$ cat config.mk
export PLATFORM = sky130hd
export DESIGN_NAME = imp_moment_buffer
export DESIGN_NICKNAME = d
export VERILOG_FILES = /design/src/rtl/imp_moment_buffer.sv
export SDC_FILE = /design/constraint.sdc
export NUM_CORES = 1
export LEC_CHECK = 0
export BUFFER_PORTS_ARGS = -buffer_cell sky130_fd_sc_hd__buf_4
export CORE_ASPECT_RATIO = 0.6
export CORE_MARGIN = 2
export CORE_UTILIZATION = 51
export CTS_CLUSTER_SIZE = 40
export DETAILED_ROUTE_END_ITERATION = 12
export PLACE_DENSITY = 0.68
export SLEW_MARGIN = 30
export SYNTH_ARGS = -nofsm -noshare
export SYNTH_HDL_FRONTEND = slang
export SYNTH_SLANG_ARGS = --single-unit
export TNS_END_PERCENT = 50
$ cat constraint.sdc
create_clock -name i_clk -period 4.2 [get_ports i_clk]
set_input_delay 0.42 -clock i_clk [delete_from_list [all_inputs] [get_ports i_clk]]
set_output_delay 0.42 -clock i_clk [all_outputs]
set_load 0.01 [all_outputs]
$ cat src/rtl/imp_moment_buffer.sv
// imp_moment_buffer: collects an N-sample vector of signed 8-bit activations,
// computes the mean (Q8.1) and the mean of squares, then replays the buffered
// samples in arrival order with those statistics attached.
// Optional build macro IMP_MOMENT_ROUND_EN: round-to-nearest (ties up) on both
// divisions instead of truncation. Interface and latency are identical.
//
// state   | meaning
// --------+-----------------------------------------------------------
// COLLECT | accept samples, accumulate sum and sum of squares
// CALC    | one cycle, register mean and mean of squares
// REPLAY  | N cycles, stream buffered samples with statistics attached

module imp_moment_buffer #(
    parameter int N = 8
) (
    input  logic              i_clk,
    input  logic              i_rstn,
    input  logic              i_valid,
    input  logic signed [7:0] i_x,
    output logic              o_ready,
    output logic              o_valid,
    output logic signed [7:0] o_x,
    output logic signed [8:0] o_Ex,
    output logic [15:0]       o_Ex2,
    output logic              o_last
);

    localparam int LOG2N = $clog2(N);
    localparam int SW    = 8 + LOG2N;
    localparam int QW    = 15 + LOG2N;
    localparam logic [LOG2N-1:0] CNT_LAST = LOG2N'(N - 1);

`ifdef IMP_MOMENT_ROUND_EN
    localparam int EX_RND_SH = (LOG2N >= 2) ? (LOG2N - 2) : 0;
    localparam int EX_RND    = (LOG2N >= 2) ? (1 << EX_RND_SH) : 0;
    localparam int EX2_RND   = 1 << (LOG2N - 1);
`else
    localparam int EX_RND    = 0;
    localparam int EX2_RND   = 0;
`endif

    typedef enum logic [1:0] {
        S_COLLECT = 2'd0,
        S_CALC    = 2'd1,
        S_REPLAY  = 2'd2
    } state_t;

    state_t                  state;
    logic [LOG2N-1:0]        cnt;
    logic signed [SW-1:0]    sum;
    logic [QW-1:0]           sq;
    logic signed [7:0]       sample_buf [N];

    logic signed [15:0]      x_sq;
    logic signed [SW-1:0]    ex_full;
    logic [QW-1:0]           ex2_full;

    // Square of the incoming sample and the scaled statistics from the accumulators
    always_comb begin
        x_sq     = i_x * i_x;
        ex_full  = (sum + SW'(EX_RND)) >>> (LOG2N - 1);
        ex2_full = (sq + QW'(EX2_RND)) >> LOG2N;
    end

    // Sequencer: collect, compute statistics, replay the buffer
    always_ff @(posedge i_clk or negedge i_rstn) begin
        if (!i_rstn) begin
            state   <= S_COLLECT;
            cnt     <= '0;
            sum     <= '0;
            sq      <= '0;
            o_ready <= 1'b1;
            o_valid <= 1'b0;
            o_x     <= '0;
            o_Ex    <= '0;
            o_Ex2   <= '0;
            o_last  <= 1'b0;
            for (int i = 0; i < N; i++) begin
                sample_buf[i] <= '0;
            end
        end else begin
            case (state)
                S_COLLECT: begin
                    if (i_valid) begin
                        sample_buf[cnt] <= i_x;
                        sum             <= sum + SW'(i_x);
                        sq              <= sq + QW'($unsigned(x_sq));
                        cnt             <= cnt + 1'b1;
                        if (cnt == CNT_LAST) begin
                            state   <= S_CALC;
                            o_ready <= 1'b0;
                        end
                    end
                end
                S_CALC: begin
                    o_Ex    <= 9'(ex_full);
                    o_Ex2   <= 16'(ex2_full);
                    // The first sample goes out on this edge so o_valid rises the cycle after CALC
                    o_valid <= 1'b1;
                    o_x     <= sample_buf[0];
                    o_last  <= 1'b0;
                    cnt     <= LOG2N'(1);
                    state   <= S_REPLAY;
                end
                S_REPLAY: begin
                    if (o_last) begin
                        o_valid <= 1'b0;
                        o_last  <= 1'b0;
                        o_ready <= 1'b1;
                        cnt     <= '0;
                        sum     <= '0;
                        sq      <= '0;
                        state   <= S_COLLECT;
                    end else begin
                        o_x    <= sample_buf[cnt];
                        o_last <= (cnt == CNT_LAST);
                        cnt    <= cnt + 1'b1;
                    end
                end
                default: begin
                    state   <= S_COLLECT;
                    cnt     <= '0;
                    o_ready <= 1'b1;
                    o_valid <= 1'b0;
                    o_last  <= 1'b0;
                end
            endcase
        end
    end

endmodule

## Word-level counts from Yosys, hierarchy flattened

Index checks and enable logic that the tools add are counted.

| word-level totals | value |
|---|---|
| register bits | 133 |
| bits in latches | 0 |
| RAM bits | 0 |
| memory bits (read-only) | 0 |
| input port bits | 11 |
| memories kept | 0 |

| operators by class | value |
|---|---|
| $add $sub $neg | 3 |
| multiply operators | 1 |
| divide/modulo/power cells | 0 |
| $lt $le $gt $ge | 2 |
| equal/unequal tests | 7 |
| shift-type cells | 0 |
| muxes and demuxes | 29 |
| bitwise operators | 3 |
| reductions and logical operators | 10 |

Operators by type and width:

| kind | count |
|---|---|
| $bwmux 64 | 1 |
| $mux 18 | 2 |
| $pmux 18 s2 | 1 |
| $mux 8 | 4 |
| $bmux 8 s3 | 1 |
| $demux 8 s3 | 1 |
| $mux 11 | 2 |
| $pmux 11 s2 | 1 |
| $add 18x16->18 | 1 |
| $mul 8x8->16 | 1 |
| $pmux 8 s2 | 1 |
| $add 11x8->11 | 1 |
| $pmux 3 s3 | 1 |
| $ne 2x2->1 const B | 4 |
| $mux 2 | 3 |
| $mux 3 | 2 |
| $pmux 1 s3 | 2 |
| $pmux 2 s3 | 1 |
| $reduce_and 2->1 | 3 |
| $reduce_and 3->1 | 2 |
| $mux 1 | 5 |
| $ge 4x4->1 const B | 1 |
| $lt 4x1->1 const B | 1 |
| $not 3->4 | 1 |
| 10 further kinds | 12 |

## Longest topological paths before layout

| logic depth | value |
|---|---|
| depth after elaboration | 6 |
| mapped depth | 25 |

## Worst setup path before layout

Ideal clock, no wire load.

| path | value |
|---|---|
| path kind | input port to flip-flop |
| from | input port i_x[2] |
| to | register sq[16] |
| library setup time | 124 ps |
| arrival time | 5418 ps |
| data required time | 4076 ps |
| path slack | -1341 ps |
| stages | 23 |
| buffers on the path | 2 |
| cell sequence | clkbuf_1 > clkbuf_1 > nand2_1 > inv_1 > fa_1 > fa_1 > fa_1 > inv_1 > fa_1 > inv_1 > ha_1 > nor3_1 > nor2_1 > a21oi_1 > o21ai_0 > xor2_1 > ha_1 > nand2_1 > nor2_1 > nand4_1 > o21ai_1 > nor2_1 > a211o_1 |

| on the way | value |
|---|---|
| cells in the longest elaborated chain, start to end | 4 |

RTL lines:

| element | RTL line | source |
|---|---|---|
| from (decl) | 19 | `input logic signed [7:0] i_x,` |
| $mul 8x8->16 | 60 | `x_sq = i_x * i_x;` |
| $add 18x16->18 | 87 | `sq <= sq + QW'($unsigned(x_sq));` |
| $mux 18 | 84 | `if (i_valid) begin` |
| $pmux 18 s2 | 82 | `case (state)` |
| to (signal assigned) | 87 |  |
| to (decl) | 51 | `logic [QW-1:0] sq;` |

Every way passes these cells. The select of a mux whose other input is x is not followed.
A chain may end at the register's enable or synchronous reset.

## Worst setup path after layout

| path | value |
|---|---|
| from | input port i_x[1] |
| to | register sq[16] |

The elaborated chain is that of the path after synthesis.

==> qor.csv <==
stage,metric,value,unit
critical_path,crit_family,adder cells,
job,maxCapViolCount,0,
clock_network,clockBufferDepth,2,
yosys,synth.distinct_cells,59,
global_routing,grt_overflow,0,
placed_design,place_congestion,0.909,
clock_network,htreeDepth,4,
drt,route.detailed.drc,0,
critical_path,crit_chain,buf_8 -> and2_4 -> ha_4 -> inv_1 -> fa_1 -> fa_1 -> fa_1 -> inv_2 -> ha_4 -> a21o_1 -> a211oi_4 -> buf_4 -> o21ai_1 -> a31o_2 -> a21oi_2 -> xnor2_2 -> ha_4 -> buf_4 -> nand2_1 -> nand4_1 -> nand3_2 -> a211o_1,
timing,rsz0062_at_grt,yes,
final_layout,fin_nets,1078,
yosys,ys_async_sr_fraction,1.00,
drt,totalWireLength,22600,um
drt,viasPerCell,5.66,
clock_network,clock_sinks,133,
drt,detail_route.wirelength.met1,11000,um
floorplanning,dieWidth,174,um
final_layout,final_common_cell,buf_4,
global_routing,grt_pass1_wl,37400,um
final_layout,diodes,0,
global_routing,grt_pass1_vias,7171,
floorplanning,die_area,0.0185,mm2
hold_path,hp-class,input pin to asynchronous set/reset pin,
timing,skew,0.00907,ns
drt,met3_length,1370,um
timing,setup_violations,9,
floorplanning,core-area,0.0171,mm2
final_layout,mostFrequentLayoutCells,"buf_4 (137), dfrtp_1 (132), inv_1 (71), mux2_2 (70), nand2_1 (63)",
drt,wl_met2,10000,um
placed_design,place_ws,-1.21,ns
drt,via_count,6880,
global_routing,grt_max_degree,67,
timing,worst_slew_pin_slew,0.852,ns
placed_design,port_buffers,45,
clock_network,clock_latency,0.42,ns
critical_path,worstPathRequired,4.49,ns
yosys,syn-num-nets,951,
clock_network,cts_tree,done,
placed_design,place_area,0.0102,mm2
timing,finalCritPeriodShare,1.17,
run_status,violations,negative setup slack,
final_layout,multiInputGateArea,0.00563,mm2
critical_path,cp_data_arrival_time,5.18,ns
clock_network,path_clk_slew,0.06,ns
timing,hold_viol,0,
timing,fin_ws,-0.693,ns
final_layout,design_area,0.0113,mm2
timing,slew_viol_final,0,
yosys,avgSynthCellArea,10.6,um2
floorplanning,ios,47,
global_routing,antenna_found_initial,0,
final_layout,area.growth.synth_to_final,27.7,%
timing,post-route-min-period,4.89,ns
clock_network,cts_root_buf,clkbuf_16,
critical_path,critPathKind,input pin to flop,
final_layout,drive_above_1_share,0.382,
drt,highest_layer,met4,
final_layout,fillers,1248,
floorplanning,dieHeight,106,um
drt,dr.pass1.iters,5,
clock_network,cts_inserted_buffers,17,
placed_design,hpwl,16400,um
global_routing,grt.total_usage,0.259,
critical_path,crit_path_max_incr_delay,0.54,ns
critical_path,cp-start-kind,input pin,
final_layout,final-seq-area,0.00333,mm2
critical_path,cpMaxStageDelayCell,fa_1,
yosys,synth_ff_type,dfrtp_1,
critical_path,cp-end-kind,flop,
timing,fmax,204,MHz
critical_path,r2r_cells,8,
drt,drtIter0Drc,531,
yosys,yosys_warnings,0,
yosys,synth_edf_count,0,
floorplanning,rows,37,
run_status,status,"finished, violations left",
drt,wire_per_inst,18.6,um
critical_path,critPathMaxFanout,9,
floorplanning,start_util,0.520,
timing,hold-worst-slack,0.103,ns
yosys,synth-seq-cells,133,
drt,detail-route-antenna-nets,0,
yosys,seq_area_frac_synth,0.375,
yosys,syn_area,0.00888,mm2
clock_network,cts_hold_buf,0,
timing,slew_headroom,0.431,
critical_path,timing.critical_path.buf_inv,5,
yosys,netlist_instances,842,
critical_path,worst-path-stages,22,
per-layer routing:
layer,track usage,vias up
met5,0,-
met4,0.0594,0
met3,0.0579,25
met2,0.399,208
met1,0.377,3481
li1,-,3166
cells in the mapped netlist, types with 2 or more instances:
| cell | n | area (um2) |
|---|---|---|
| xnor2_1 | 25 | 219 |
| and2_1 | 17 | 106 |
| a211oi_1 | 9 | 67.6 |
| dfrtp_1 | 132 | 3300 |
| a211o_1 | 2 | 17.5 |
| or3_1 | 2 | 12.5 |
| inv_1 | 83 | 312 |
| nor4b_1 | 3 | 26.3 |
| clkbuf_1 | 23 | 86.3 |
| o21ai_0 | 46 | 230 |
| nand2_1 | 71 | 267 |
| nor3_1 | 5 | 25.0 |
| a31o_2 | 4 | 35.0 |
| o31ai_1 | 5 | 37.5 |
| nor2b_1 | 14 | 87.6 |
| nor3b_1 | 3 | 22.5 |
| a21o_2 | 2 | 17.5 |
| a221oi_1 | 8 | 70.1 |
| a211oi_2 | 2 | 25.0 |
| a21oi_1 | 34 | 170 |
| o21ai_1 | 12 | 60.1 |
| ha_1 | 54 | 676 |
| nand3_1 | 12 | 60.1 |
| buf_2 | 15 | 75.1 |
| mux4_2 | 8 | 180 |
| buf_1 | 2 | 7.51 |
| o21bai_1 | 4 | 30.0 |
| a22oi_1 | 8 | 60.1 |
| buf_4 | 2 | 15.0 |
| nand2b_1 | 5 | 31.3 |
| or4_1 | 3 | 22.5 |
| mux2i_1 | 2 | 20.0 |
| nor2_2 | 2 | 12.5 |
| nand4_1 | 6 | 37.5 |
| a21o_1 | 9 | 67.6 |
| fa_1 | 44 | 881 |
| nor2_1 | 32 | 120 |
| mux2_1 | 18 | 203 |
| a22o_1 | 12 | 105 |
| mux2_2 | 70 | 788 |
| o21a_1 | 4 | 30.0 |
| xor2_1 | 11 | 96.3 |
through the flow:
stage                     cells  utilization  setup TNS [ns]
after floorplan             842            -           -5.63
after global placement     1174        0.598           -8.97
after detailed placement   1174        0.598          -10.04
after CTS                  1213        0.654           -4.32
after global routing       1216        0.664           -6.06
final                      1216        0.664           -4.58
registers in the layout, indices dropped and copies added, names as in the netlist, 2 cells and up:
signal and count:
sample_buf 64, o_x 8, sum 11, o_Ex 9, o_Ex2 15, state 2, sq 18, cnt 3
worst register-to-register path, delay by kind of cell (launching register included):
kind	cells	cell delay [ns]
compound gates	5	1.25
flops	1	0.39
fa+ha+maj	2	0.73
simple gates	1	0.10
cell type report:
type	instances	share of cell area
clock buffers	21	0.0406
well taps	234	0.0258
inverters	83	0.0275
flip-flops and latches	133	0.294
multi-input cells	584	0.496
clock inverters	11	0.0111
repair buffers	150	0.105
worst paths after layout:
kind                                     start                          to  slack [ns]
min                                     i_rstn          o_x[5]$_DFFE_PN0P_        0.10
max reg2reg                 sum[0]$_DFFE_PN0P_         sum[10]$_DFFE_PN0P_        1.67
min in group i_clk                     i_valid          cnt[2]$_DFFE_PN0N_        0.32
max                                     i_x[1]          sq[16]$_DFFE_PN0P_       -0.69
min reg2reg                o_ready$_DFFE_PN1P_         o_ready$_DFFE_PN1P_        0.48
max in group asynchronous               i_rstn  sample_buf[20]$_DFFE_PN0P_        3.04
logic make-up (layout without fill, tap and decap cells):
family	after synthesis	in the layout	synth area share
simple gates	182	182	0.100
compound gates	169	169	0.124
flops	133	133	0.375
buf+inv	125	265	0.0558
fa+ha+maj	98	98	0.175
mux	98	98	0.134
xor+xnor	36	36	0.0355
other cells	1	1	0.000422
timing repair:
| item | in CTS | in global routing |
|---|---|---|
| resized for setup | 69 | 35 |
| setup buffers | 10 | 4 |
| pin swaps | 57 | 40 |
| endpoints found under the setup margin | 9 | 11 |
Power is not shown: default switching activity piles up to over one toggle a cycle in this logic, so the estimate is an artifact.
